[src/rtl/seg_pkg.sv]
// Shared types and constants for the seven-segment display path:
// converter FSM states, digit width and the BCD saturation limit.
package seg_pkg;

  typedef enum logic [1:0] {
    IDLE,
    SHIFT,
    DONE
  } state_t;

  localparam int unsigned DIGITS_DEF = 4;
  localparam int unsigned DIGIT_W    = 4;

  // Largest value representable in 'digits' decimal digits (10^digits - 1).
  function automatic longint unsigned bcd_max(input int unsigned digits);
    longint unsigned p;
    p = 64'd1;
    for (int unsigned i = 0; i < digits; i++) begin
      p = p * 64'd10;
    end
    return p - 64'd1;
  endfunction

endpackage

[src/rtl/bcd_digit_adj.sv]
// Double-dabble nibble correction: add 3 when the digit is 5 or more.
module bcd_digit_adj
  import seg_pkg::*;
(
  input  logic [DIGIT_W-1:0] nibble,
  output logic [DIGIT_W-1:0] adjusted
);

  always_comb begin
    adjusted = nibble;
    if (nibble >= DIGIT_W'(5)) begin
      adjusted = nibble + DIGIT_W'(3);
    end
  end

endmodule

[src/rtl/bin2bcd_seq.sv]
// Sequential binary to packed-BCD converter (double-dabble, one bit per clock)
// with saturation at the display range and a held result for the 7-seg driver.
module bin2bcd_seq
  import seg_pkg::*;
#(
  parameter int unsigned BIN_W  = 14,
  parameter int unsigned DIGITS = DIGITS_DEF
) (
  input  logic                  clk,
  input  logic                  rst_n,
  input  logic                  in_valid,
  output logic                  in_ready,
  input  logic [BIN_W-1:0]      in_bin,
  output logic [4*DIGITS-1:0]   display_num,
  output logic                  ovf,
  output logic                  out_valid,
  output logic                  busy
);

  localparam int unsigned     BCD_W  = DIGIT_W * DIGITS;
  localparam int unsigned     SR_W   = BCD_W + BIN_W;
  localparam int unsigned     CNT_W  = $clog2(BIN_W + 1);
  localparam longint unsigned MAX    = bcd_max(DIGITS);
  // Saturation only exists when the input range can exceed the display range.
  localparam bit              SAT_EN = ((64'd1 << BIN_W) - 64'd1) > MAX;
  localparam logic [BIN_W-1:0] MAX_BIN = SAT_EN ? BIN_W'(MAX) : '1;

  state_t           state;
  logic [SR_W-1:0]  sr;
  logic [CNT_W-1:0] cnt;
  logic             ovf_pend;
  logic [BCD_W-1:0] bcd_adj;
  logic             over;

  assign over     = SAT_EN && (in_bin > MAX_BIN);
  assign in_ready = (state == IDLE);
  assign busy     = (state != IDLE);

  for (genvar d = 0; d < DIGITS; d++) begin : g_adj
    bcd_digit_adj u_adj (
      .nibble   (sr[BIN_W + DIGIT_W*d +: DIGIT_W]),
      .adjusted (bcd_adj[DIGIT_W*d +: DIGIT_W])
    );
  end

  always_ff @(posedge clk or negedge rst_n) begin
    if (!rst_n) begin
      state       <= IDLE;
      sr          <= '0;
      cnt         <= '0;
      ovf_pend    <= 1'b0;
      display_num <= '0;
      ovf         <= 1'b0;
      out_valid   <= 1'b0;
    end else begin
      out_valid <= 1'b0;
      case (state)
        IDLE: begin
          if (in_valid) begin
            sr       <= {{BCD_W{1'b0}}, (over ? MAX_BIN : in_bin)};
            ovf_pend <= over;
            cnt      <= CNT_W'(BIN_W);
            state    <= SHIFT;
          end
        end
        SHIFT: begin
          // Adjusted BCD field and binary field shift together; the BCD MSB
          // is always 0 after adjustment, so dropping it loses nothing.
          sr  <= {bcd_adj[BCD_W-2:0], sr[BIN_W-1:0], 1'b0};
          cnt <= cnt - CNT_W'(1);
          if (cnt == CNT_W'(1)) begin
            state <= DONE;
          end
        end
        DONE: begin
          display_num <= sr[SR_W-1 -: BCD_W];
          ovf         <= ovf_pend;
          out_valid   <= 1'b1;
          state       <= IDLE;
        end
        default: state <= IDLE;
      endcase
    end
  end

endmodule

[config.mk]
export PLATFORM = sky130hd
export DESIGN_NAME = bin2bcd_seq
export DESIGN_NICKNAME = d
export VERILOG_FILES = /design/src/rtl/seg_pkg.sv /design/src/rtl/bcd_digit_adj.sv /design/src/rtl/bin2bcd_seq.sv
export SDC_FILE = /design/constraint.sdc
export NUM_CORES = 1
export LEC_CHECK = 0
export ABC_AREA = 1
export CORE_ASPECT_RATIO = 1.5
export CORE_UTILIZATION = 49
export DETAILED_ROUTE_END_ITERATION = 8
export PLACE_DENSITY_LB_ADDON = 0.3
export SYNTH_ARGS = -nofsm -noshare
export SYNTH_HDL_FRONTEND = slang
export SYNTH_SLANG_ARGS = --single-unit
[constraint.sdc]
create_clock -name clk -period 1.1 [get_ports clk]
set_input_delay 0.165 -clock clk [delete_from_list [all_inputs] [get_ports clk]]
set_output_delay 0.165 -clock clk [all_outputs]
set_load 0.01 [all_outputs]
==> impl_metrics.sql, run 1 <==
INSERT INTO impl_metrics (metric_group, metric, value, unit) VALUES
('outcome', 'result_of_the_run', 'complete, but fails checks', ''),
('outcome', 'failed_checks', 'negative setup slack', ''),
('clocking', 'clock_root_cell', 'sky130_fd_sc_hd__clkbuf_8', ''),
('sta', 'hold_viol_final', '0', ''),
('critical_path', 'critPathMaxStageDelay', '0.43', 'ns'),
('synthesis', 'synth.top_cells.by_count', 'sky130_fd_sc_hd__nand2_1 (99), sky130_fd_sc_hd__dfrtp_1 (55), sky130_fd_sc_hd__o21ai_0 (37)', ''),
('clocking', 'insertion_delay', '0.30', 'ns'),
('floorplanning', 'coreArea', '0.00516', 'mm^2'),
('floorplanning', 'die_x', '62.1', 'um'),
('clocking', 'max-clock-path-buffers', '2', ''),
('critical_path', 'timing.critical_path.to_type', 'flop', ''),
('grt', 'grt_pass1_wl', '10400', 'um'),
('clocking', 'cts_max_level', '2', ''),
('sta', 'post-route-period-util', '118', '%'),
('synthesis', 'syn_inst', '321', ''),
('layout', 'antennaDiodeCount', '0', ''),
('pwr', 'switching_share', '42.2', '%'),
('critical_path', 'worstSetupStartpointType', 'flop', ''),
('drt', 'detail_route.vias_per_cell', '5.15', ''),
('grt', 'antenna_found_initial', '0', ''),
('synthesis', 'count_of_unique_library_cells_instantiated_by_yosys', '22', ''),
('sta', 'clock.fmax', '771', 'MHz'),
('hold_path', 'hold_path_class', 'primary input to async pin', ''),
('synthesis', 'syn-num-nets', '348', ''),
('drt', 'wl_per_cell', '13.6', 'um'),
('pwr', 'max-vdd-ir-drop', '0.00134', 'V'),
('sta', 'final_max_slew_viol_count', '0', ''),
('synthesis', 'synth_edf_count', '0', ''),
('layout', 'finalCoreUtilization', '75.8', '%'),
('grt', 'overflow_left_after_global_routing', '0', ''),
('synthesis', 'mappedNetlistArea', '0.00265', 'mm^2'),
('floorplanning', 'rows', '32', ''),
('sta', 'slew-limit-headroom', '79.6', '%'),
('grt', 'grt_start_max_net_pins', '56', ''),
('grt', 'track_usage', '23.9', '%'),
('drt', 'drt_iter0_markers', '89', ''),
('sta', 'rsz0062_at_grt', 'yes', ''),
('synthesis', 'netlist.area_leader.share', '51.9', '%'),
('synthesis', 'async_set_reset_flop_share_out_of_synthesis', '100', '%'),
('placed_design', 'gpl.final_weighted_congestion', '0.747', ''),
('placed_design', 'port-buffer-count', '36', ''),
('synthesis', 'yosys-top-cells-area', 'sky130_fd_sc_hd__dfrtp_1 (52%), sky130_fd_sc_hd__nand2_1 (14%), sky130_fd_sc_hd__o21ai_0 (7.0%)', ''),
('placed_design', 'placed_insts', '445', ''),
('pwr', 'pwr_density_cell', '2940', 'mW/mm^2'),
('drt', 'ant_nets', '0', ''),
('clocking', 'cts_tree', 'built', ''),
('sta', 'final.setup_skew', '0.00415', 'ns'),
('critical_path', 'worst-setup-path-type', 'flop to flop', ''),
('clocking', 'cts_buffers', '5', ''),
('critical_path', 'crit_path_max_fo', '16', ''),
('sta', 'setup_viol_count_final', '54', ''),
('pwr', 'seq_power_share', '31.9', '%'),
('sta', 'fin_ws', '-0.197', 'ns'),
('synthesis', 'yosysSeqAreaShare', '51.9', '%'),
('floorplanning', 'io-pin-count', '37', ''),
('pwr', 'power.total', '0.0115', 'W'),
('critical_path', 'crit_arrival', '1.49', 'ns'),
('clocking', 'clk_transition_reported_paths', '0.09', 'ns'),
('placed_design', 'place.detailed.hpwl', '3690', 'um'),
('drt', 'route.vias.total', '2469', ''),
('floorplanning', 'fp.dieH', '92.1', 'um'),
('synthesis', 'synth.yosys.warnings', '0', ''),
('synthesis', 'yosys.area.top_type', 'sky130_fd_sc_hd__dfrtp_1', ''),
('synthesis', 'synth.most_common_cell', 'sky130_fd_sc_hd__nand2_1', ''),
('layout', 'fin_cells', '479', ''),
('critical_path', 'data_required_time_at_the_worst_endpoint', '1.29', 'ns'),
('sta', 'finalWorstPathRequiredPeriod', '1.30', 'ns'),
('sta', 'worstMarginPinSlew', '0.306', 'ns'),
('drt', 'detailedRoute.firstPassIterationCount', '6', ''),
('pwr', 'power.static_leakage', '1.92', 'nW'),
('synthesis', 'synth.ff_latch_count', '55', '');
-- flip-flops by register name (all words and copies together), names as in the netlist --
| name | cells |
|---|---|
| state | 2 |
| display_num | 16 |
| out_valid | 1 |
| cnt | 4 |
| ovf | 1 |
| ovf_pend | 1 |
| sr | 30 |
-- routing by layer --
layer | global-route usage, % | up-vias | routed length (um)
met4 | 7.78 | 0 | 164
met5 | 0 | - | 0
met2 | 41.4 | 55 | 3540
met3 | 3.10 | 14 | 207
li1 | - | 1208 | -
met1 | 29.3 | 1192 | 2590
-- power by group through the flow --
stage	clock, W	combinational, W	sequential (W)
after floorplan	0	0.00298	0.00369
after global placement	0	0.00489	0.00359
after detailed placement	0	0.00509	0.00363
after CTS	0.00109	0.00610	0.00361
after global routing	0.00118	0.00743	0.00379
final	0.00107	0.00675	0.00366
-- area by class of cell --
| type | instances | area [um^2] |
|---|---|---|
| Inverter | 35 | 154 |
| Clock buffer | 7 | 76.3 |
| Timing Repair inverter | 2 | 12.5 |
| Sequential cell | 55 | 1380 |
| Timing Repair Buffer | 92 | 836 |
| Clock inverter | 1 | 5.00 |
| Multi-Input combinational cell | 219 | 1370 |
| Tap cell | 68 | 85.1 |
| Fill cell | 337 | 1250 |
-- metrics by stage --
| stage | cell area, um^2 | setup WS [ns] | hold slack (ns) |
|---|---|---|---|
| after detailed placement | 3340 | -0.418 | 0.183 |
| final | 3910 | -0.197 | 0.370 |
| after global routing | 3910 | -0.249 | 0.429 |
| after global placement | 3340 | -0.389 | 0.182 |
| after floorplan | 2720 | -0.0668 | -0.131 |
| after CTS | 3810 | -0.153 | 0.388 |
-- what timing repair did --
action | 4_1_cts | 5_1_grt
hold buffers | 1 | 0
buffers inserted | 17 | 6
gates cloned | 4 | 0
endpoints found under the hold margin | 55 | 0
endpoints found under the setup margin | 57 | 72
resized for setup | 115 | 72
pin swaps | 14 | 16
-- layout by cell type (no fill, tap or decap), types with 5 or more instances in the layout --
cell type                         Yosys  layout
sky130_fd_sc_hd__nand2_1             99      84
sky130_fd_sc_hd__nor2_1              26      11
sky130_fd_sc_hd__buf_6                3      10
sky130_fd_sc_hd__buf_4                0      37
sky130_fd_sc_hd__buf_12               0       5
sky130_fd_sc_hd__clkbuf_8             1       5
sky130_fd_sc_hd__clkdlybuf4s50_1      0      15
sky130_fd_sc_hd__nor2_2               1      11
sky130_fd_sc_hd__dfrtp_1             55      55
sky130_fd_sc_hd__o21ai_0             37       7
sky130_fd_sc_hd__o21ai_2              0       8
sky130_fd_sc_hd__inv_1               32      18
sky130_fd_sc_hd__o21ai_1              4      26
sky130_fd_sc_hd__nor2_4               0       5
sky130_fd_sc_hd__clkbuf_2             0      17
sky130_fd_sc_hd__nand2_2              2      13
sky130_fd_sc_hd__inv_2                3      13
sky130_fd_sc_hd__nand3_1             20      16
sky130_fd_sc_hd__ha_1                10       5
-- logic make-up after synthesis --
logic type	share of synthesized area [%]
AO/OA/AOI/OAI	11.4
XOR/XNOR	0.990
buffers and inverters	8.25
flip-flops	51.9
AND/OR/NAND/NOR	22.8
adder cells (fa/ha/maj)	4.71
-- worst paths after layout --
| path | startpoint | endpoint | cells after the start |
|---|---|---|---|
| setup reg to reg | state[0]$_DFFE_PN0P_ | display_num[9]$_DFFE_PN0P_ | 7 |
| max in group asynchronous | rst_n | sr[13]$_DFFE_PN0P_ | 3 |
| hold / removal | rst_n | cnt[2]$_DFFE_PN0P_ | 3 |
| hold reg to reg | sr[10]$_DFFE_PN0P_ | sr[10]$_DFFE_PN0P_ | 2 |
| min in group clk | in_bin[7] | sr[7]$_DFFE_PN0P_ | 3 |
| setup / recovery | state[0]$_DFFE_PN0P_ | display_num[9]$_DFFE_PN0P_ | 7 |
-- critical path: cells and delay by family, from the launching register on --
family,cells,cell delay (ns)
AO/OA/AOI/OAI,1,0.07
buffers and inverters,4,0.51
flip-flops,1,0.43
AND/OR/NAND/NOR,2,0.18
(Power assumes the default switching activity.)
==> run 2, diff against run 1 <==
--- a/config.mk
+++ b/config.mk
@@ -6,9 +6,11 @@
 export NUM_CORES = 1
 export LEC_CHECK = 0
 export ABC_AREA = 1
+export CAP_MARGIN = 15
 export CORE_ASPECT_RATIO = 1.5
 export CORE_UTILIZATION = 49
 export DETAILED_ROUTE_END_ITERATION = 8
+export GPL_TIMING_DRIVEN = 0
 export PLACE_DENSITY_LB_ADDON = 0.3
 export SYNTH_ARGS = -nofsm -noshare
 export SYNTH_HDL_FRONTEND = slang
==> impl_metrics.sql, run 2 (same netlist as run 1, synthesis figures left out) <==
INSERT INTO impl_metrics (metric_group, metric, value, unit) VALUES
('outcome', 'result_of_the_run', 'complete, but fails checks', ''),
('outcome', 'failed_checks', 'negative setup slack', ''),
('critical_path', 'critPathMaxStageDelay', '0.43', 'ns'),
('placed_design', 'port-buffer-count', '36', ''),
('drt', 'detail_route.vias_per_cell', '5.40', ''),
('critical_path', 'timing.critical_path.to_type', 'flop', ''),
('layout', 'layout_area_growth_over_synthesis', '53.7', '%'),
('sta', 'worstMarginPinSlew', '0.416', 'ns'),
('sta', 'rsz0062_at_grt', 'yes', ''),
('pwr', 'max-vdd-ir-drop', '0.00153', 'V'),
('layout', 'mostFrequentLayoutCells', 'sky130_fd_sc_hd__nand2_1 (65), sky130_fd_sc_hd__dfrtp_1 (53), sky130_fd_sc_hd__buf_4 (34), sky130_fd_sc_hd__nand2_2 (31), sky130_fd_sc_hd__o21ai_1 (26)', ''),
('sta', 'final.setup_skew', '0.0140', 'ns'),
('drt', 'wl_per_cell', '16.9', 'um'),
('layout', 'largest_register_ffs', '30', ''),
('layout', 'final_net_count', '438', ''),
('hold_path', 'hold_path_class', 'primary input to flop', ''),
('critical_path', 'crit_path_max_fo', '5', ''),
('drt', 'ant_nets', '0', ''),
('run', 'max_cap_violations', '0', ''),
('floorplanning', 'io-pin-count', '37', ''),
('pwr', 'power.static_leakage', '2.00', 'nW'),
('sta', 'slew-limit-headroom', '72.3', '%'),
('floorplanning', 'die_x', '62.1', 'um'),
('grt', 'antenna_found_initial', '0', ''),
('pwr', 'pwr_density_cell', '3110', 'mW/mm^2'),
('sta', 'finalWorstPathRequiredPeriod', '1.33', 'ns'),
('sta', 'final_max_slew_viol_count', '0', ''),
('critical_path', 'crit_arrival', '1.53', 'ns'),
('critical_path', 'max_stage_delay_cell_worst_path', 'sky130_fd_sc_hd__dfrtp_1', ''),
('drt', 'drt_wl_total', '8110', 'um'),
('clocking', 'cts_buffers', '5', ''),
('sta', 'setup_viol_count_final', '56', ''),
('sta', 'clock.fmax', '754', 'MHz'),
('floorplanning', 'effective_utilization_at_floorplan', '51.4', '%'),
('drt', 'drt_iter0_markers', '164', ''),
('placed_design', 'gpl.final_weighted_congestion', '0.765', ''),
('critical_path', 'data_required_time_at_the_worst_endpoint', '1.30', 'ns'),
('clocking', 'max-clock-path-buffers', '2', ''),
('critical_path', 'worstSetupStartpointType', 'flop', ''),
('drt', 'detailedRoute.firstPassIterationCount', '4', ''),
('layout', 'fin_cells', '480', ''),
('grt', 'grt_start_max_net_pins', '40', ''),
('layout', 'finalCoreUtilization', '79.0', '%'),
('critical_path', 'worstPathCellList', 'inv_2 -> ha_4 -> inv_2 -> nand2_4 -> nand3_4 -> nor2_1 -> o22ai_1', ''),
('grt', 'overflow_left_after_global_routing', '0', ''),
('grt', 'global_route.usage.met2', '49.2', '%'),
('floorplanning', 'coreArea', '0.00516', 'mm^2'),
('layout', 'post_route_cells_drive_above_1_share', '45.6', '%'),
('critical_path', 'worst-setup-path-type', 'flop to flop', ''),
('clocking', 'cts_sinks', '55', ''),
('clocking', 'cts_max_level', '2', ''),
('grt', 'track_usage', '28.7', '%'),
('placed_design', 'dp_worst_setup_slack', '-0.413', 'ns'),
('critical_path', 'cp_common_cell', 'sky130_fd_sc_hd__inv_2', ''),
('grt', 'global_route.usage.met3', '5.92', '%'),
('layout', 'antennaDiodeCount', '0', ''),
('clocking', 'clk_transition_reported_paths', '0.10', 'ns'),
('floorplanning', 'die-area', '0.00572', 'mm^2'),
('placed_design', 'placed_insts', '426', ''),
('drt', 'number_of_design_rule_violations_left_after_detail_routing', '0', ''),
('grt', 'grt_pass1_wl', '11900', 'um'),
('clocking', 'cts_tree', 'built', ''),
('layout', 'biggestRegsByFlops', 'sr x30, display_num x16, cnt x4', ''),
('floorplanning', 'fp.dieH', '92.1', 'um'),
('sta', 'hold_viol_final', '0', ''),
('grt', 'first_global_vias', '2564', ''),
('sta', 'fin_ws', '-0.226', 'ns'),
('clocking', 'clock_root_cell', 'sky130_fd_sc_hd__clkbuf_8', ''),
('layout', 'most_frequent_standard_cell_in_the_layout_excluding_fill_and_tap_cells', 'sky130_fd_sc_hd__nand2_1', ''),
('sta', 'hold_ws', '0.183', 'ns'),
('sta', 'post-route-period-util', '121', '%'),
('floorplanning', 'rows', '32', ''),
('grt', 'busiest_layer', 'met2', ''),
('drt', 'route.vias.total', '2591', ''),
('placed_design', 'place.detailed.hpwl', '3960', 'um'),
('grt', 'grt_use_met1', '31.8', '%'),
('clocking', 'insertion_delay', '0.32', 'ns'),
('layout', 'top_register_by_number_of_flip_flops', 'sr', '');
-- run 2: changes by cell type in the layout (fill, tap and decap cells not counted), sizes merged --
| cell | delta |
|---|---|
| clkdlybuf4s50 | -2 |
| clkinv | +1 |
| dlymetal6s2s | +2 |
| inv | -3 |
| clkbuf | -13 |
| buf | +15 |
| clkinvlp | +1 |
-- run 2: critical path, delay by kind of cell, from the launching register on --
family / cells / cell delay (ns)
AOI/OAI and AO/OA: 1 / 0.10
buffers and inverters: 2 / 0.21
DFF: 1 / 0.43
adders and majority gates: 1 / 0.17
and+or+nand+nor: 3 / 0.30
-- run 2: stage by stage --
step / total power [W] / cell area (um^2) / TNS [ns]
after floorplan: 0.00667 / 2720 / -0.845
after global placement: 0.00801 / 3160 / -109.63
after detailed placement: 0.00823 / 3180 / -11.81
after CTS: 0.0113 / 3860 / -5.07
after global routing: 0.0135 / 4080 / -9.55
final: 0.0127 / 4080 / -6.41
-- run 2: report_power, final --
| part | switching [W] | internal [W] |
|---|---|---|
| Combinational | 0.00408 | 0.00361 |
| Clock | 0.000712 | 0.000516 |
| Sequential | 0.000773 | 0.00299 |
| Total | 0.00557 | 0.00712 |
-- run 2: what timing repair did --
item,in CTS,in global routing
hold buffers,1,0
buffers inserted,28,12
cloned,5,1
pin swaps,13,18
resized for setup,204,51
hold endpoints to repair,16,0
setup endpoints to repair,74,62
-- run 2: worst paths after layout --
check / startpoint / end / slack, ns / cells past startpoint
setup / recovery: sr[23]$_DFFE_PN0P_ / sr[23]$_DFFE_PN0P_ / -0.23 / 7
hold / removal: in_bin[9] / sr[9]$_DFFE_PN0P_ / 0.18 / 5
setup reg to reg: sr[23]$_DFFE_PN0P_ / sr[23]$_DFFE_PN0P_ / -0.23 / 7
hold reg to reg: sr[8]$_DFFE_PN0P_ / sr[8]$_DFFE_PN0P_ / 0.49 / 2
max in group asynchronous: rst_n / sr[27]$_DFFE_PN0P_ / 0.24 / 3
min in group asynchronous: rst_n / state[0]$_DFFE_PN0P_ / 0.31 / 2
-- run 2: layout make-up --
cell class | count | area [um^2]
tap | 68 | 85.1
fill | 312 | 1090
buffer | 11 | 170
sequential | 55 | 1380
timing repair buffer | 84 | 737
clock buffer | 6 | 82.6
multi-input combinational | 219 | 1450
clock inverter | 2 | 16.3
inverter | 35 | 161
-- run 2: routing by layer --
| metal | up-vias | wire length [um] |
|---|---|---|
| li1 | 1212 | - |
| met1 | 1262 | 2950 |
| met2 | 96 | 4550 |
| met3 | 21 | 360 |
| met4 | 0 | 247 |
| met5 | - | 0 |
==> run 3, diff against run 2 <==
--- a/config.mk
+++ b/config.mk
@@ -6,7 +6,7 @@
 export NUM_CORES = 1
 export LEC_CHECK = 0
 export ABC_AREA = 1
-export CAP_MARGIN = 15
+export CAP_MARGIN = 30
 export CORE_ASPECT_RATIO = 1.5
 export CORE_UTILIZATION = 49
 export DETAILED_ROUTE_END_ITERATION = 8
==> impl_metrics.sql, run 3 (same netlist as run 1, synthesis figures left out) <==
INSERT INTO impl_metrics (metric_group, metric, value, unit) VALUES
('layout', 'largest_register_ffs', '30', ''),
('pwr', 'power.static_leakage', '2.00', 'nW'),
('drt', 'detail_route.vias_per_cell', '5.40', ''),
('critical_path', 'cp.buffers_inverters', '2', ''),
('critical_path', 'critPathMaxStageDelay', '0.43', 'ns'),
('clocking', 'cts_buffers', '5', ''),
('drt', 'drt_wl_total', '8110', 'um'),
('drt', 'detailedRoute.firstPassIterationCount', '4', ''),
('critical_path', 'setup.reg_to_reg.worst_slack', '-0.23', 'ns'),
('critical_path', 'data_required_time_at_the_worst_endpoint', '1.30', 'ns'),
('drt', 'ant_nets', '0', ''),
('outcome', 'failed_checks', 'negative setup slack', ''),
('layout', 'fin_cells', '480', ''),
('sta', 'worstMarginPinSlew', '0.416', 'ns'),
('clocking', 'clock_root_cell', 'sky130_fd_sc_hd__clkbuf_8', ''),
('drt', 'wl_per_cell', '16.9', 'um'),
('critical_path', 'worst-setup-path-type', 'flop to flop', ''),
('clocking', 'insertion_delay', '0.32', 'ns'),
('sta', 'rsz0062_at_grt', 'yes', ''),
('floorplanning', 'io-pin-count', '37', ''),
('clocking', 'clk_transition_reported_paths', '0.10', 'ns'),
('floorplanning', 'fp.dieH', '92.1', 'um'),
('sta', 'slew-limit-headroom', '72.3', '%'),
('drt', 'route.vias.total', '2591', ''),
('sta', 'clock.fmax', '754', 'MHz'),
('clocking', 'cts_sinks', '55', ''),
('sta', 'finalWorstPathRequiredPeriod', '1.33', 'ns'),
('pwr', 'pwr_density_cell', '3110', 'mW/mm^2'),
('layout', 'mostFrequentLayoutCells', 'sky130_fd_sc_hd__nand2_1 (65), sky130_fd_sc_hd__dfrtp_1 (53), sky130_fd_sc_hd__buf_4 (34), sky130_fd_sc_hd__nand2_2 (31), sky130_fd_sc_hd__o21ai_1 (26)', ''),
('layout', 'layout_area_growth_over_synthesis', '53.7', '%'),
('layout', 'final_net_count', '438', ''),
('drt', 'number_of_design_rule_violations_left_after_detail_routing', '0', ''),
('floorplanning', 'coreArea', '0.00516', 'mm^2'),
('critical_path', 'worstPathCellList', 'inv_2 -> ha_4 -> inv_2 -> nand2_4 -> nand3_4 -> nor2_1 -> o22ai_1', ''),
('critical_path', 'crit_path_max_fo', '5', ''),
('grt', 'antenna_found_initial', '0', ''),
('placed_design', 'place.detailed.hpwl', '3960', 'um'),
('placed_design', 'port-buffer-count', '36', ''),
('critical_path', 'crit_arrival', '1.53', 'ns'),
('floorplanning', 'effective_utilization_at_floorplan', '51.4', '%'),
('layout', 'post_route_cells_drive_above_1_share', '45.6', '%'),
('layout', 'most_frequent_standard_cell_in_the_layout_excluding_fill_and_tap_cells', 'sky130_fd_sc_hd__nand2_1', ''),
('hold_path', 'hold_path_class', 'primary input to flop', ''),
('sta', 'post-route-period-util', '121', '%'),
('sta', 'final.setup_skew', '0.0140', 'ns'),
('floorplanning', 'die-area', '0.00572', 'mm^2'),
('critical_path', 'worstSetupStartpointType', 'flop', ''),
('sta', 'setup_viol_count_final', '56', ''),
('drt', 'drt_iter0_markers', '164', ''),
('grt', 'grt_pass1_wl', '11900', 'um'),
('sta', 'hold_viol_final', '0', ''),
('sta', 'final_max_slew_viol_count', '0', ''),
('grt', 'first_global_vias', '2564', ''),
('grt', 'grt_start_max_net_pins', '40', ''),
('pwr', 'max-vdd-ir-drop', '0.00153', 'V'),
('outcome', 'result_of_the_run', 'complete, but fails checks', ''),
('layout', 'top_register_by_number_of_flip_flops', 'sr', ''),
('grt', 'track_usage', '28.7', '%'),
('clocking', 'cts_max_level', '2', ''),
('floorplanning', 'rows', '32', ''),
('run', 'max_cap_violations', '0', ''),
('floorplanning', 'die_x', '62.1', 'um'),
('clocking', 'max-clock-path-buffers', '2', ''),
('critical_path', 'timing.critical_path.to_type', 'flop', ''),
('critical_path', 'cp_common_cell', 'sky130_fd_sc_hd__inv_2', ''),
('grt', 'overflow_left_after_global_routing', '0', ''),
('clocking', 'cts_tree', 'built', ''),
('placed_design', 'gpl.final_weighted_congestion', '0.765', ''),
('critical_path', 'max_stage_delay_cell_worst_path', 'sky130_fd_sc_hd__dfrtp_1', ''),
('layout', 'biggestRegsByFlops', 'sr x30, display_num x16, cnt x4', ''),
('sta', 'fin_ws', '-0.226', 'ns'),
('critical_path', 'worst_path_dominant_cell_family', 'flip-flops', ''),
('placed_design', 'placed_insts', '426', ''),
('sta', 'totalNegativeSetupSlack', '-6.41', 'ns'),
('layout', 'antennaDiodeCount', '0', '');
## run 3: cell counts in the layout (fill, tap and decap cells not counted)
Identical to the previous run, type by type.
## run 3: power breakdown
part / internal (W) / switching (W) / total (W) / leakage (nW)
clock: 0.000516 / 0.000712 / 0.00123 / 0.0474
sequential: 0.00299 / 0.000773 / 0.00377 / 0.664
combinational: 0.00361 / 0.00408 / 0.00769 / 1.28
## run 3: cell type report
type	instances	area (um^2)
multi-input cells	219	1450
flip-flops and latches	55	1380
fillers	312	1090
repair buffers	84	737
plain buffers	11	170
inverters	35	161
well taps	68	85.1
clock buffers	6	82.6
clock inverters	2	16.3
## run 3: per-stage QoR
stage / hold slack (ns) / worst slack, ns / util [%] / cell area, um^2 / power (W)
detailed placement: 0.120 / -0.413 / 61.5 / 3180 / 0.00823
finish: 0.183 / -0.226 / 79.0 / 4080 / 0.0127
global placement: 0.457 / -1.80 / 61.2 / 3160 / 0.00801
CTS: 0.310 / -0.162 / 74.8 / 3860 / 0.0113
floorplan: -0.131 / -0.0668 / - / 2720 / 0.00667
global route: 0.233 / -0.283 / 79.0 / 4080 / 0.0135
## run 3: per-layer routing
metal	routed length (um)	global-route usage (%)	part of all wire [%]	up-vias
met3	360	5.92	4.4	21
li1	-	-	-	1212
met2	4550	49.2	56	96
met5	0	0	0	-
met1	2950	31.8	36	1262
met4	247	14.8	3.0	0
## run 3: final timing paths
check / cells past startpoint / endpoint / from
worst max register to register: 7 / sr[23]$_DFFE_PN0P_ / sr[23]$_DFFE_PN0P_
worst max-delay path: 7 / sr[23]$_DFFE_PN0P_ / sr[23]$_DFFE_PN0P_
worst min-delay path: 5 / sr[9]$_DFFE_PN0P_ / in_bin[9]
max in group asynchronous: 3 / sr[27]$_DFFE_PN0P_ / rst_n
worst min register to register: 2 / sr[8]$_DFFE_PN0P_ / sr[8]$_DFFE_PN0P_
min in group asynchronous: 2 / state[0]$_DFFE_PN0P_ / rst_n
## run 3: tightest hold or removal path, stage by stage
cell	delay, ns
sky130_fd_sc_hd__dlymetal6s2s_1	0.11
sky130_fd_sc_hd__nor2_2	0.05
sky130_fd_sc_hd__nand2_1	0.05
sky130_fd_sc_hd__nand2_1	0.04
sky130_fd_sc_hd__nand2_1	0.05
## run 3: repair_timing
item,in CTS,in global routing
endpoints found under the hold margin,16,0
pin swaps,13,18
gates cloned,5,1
buffers inserted,28,12
endpoints found under the setup margin,74,62
hold buffers,1,0
gates resized for setup,204,51
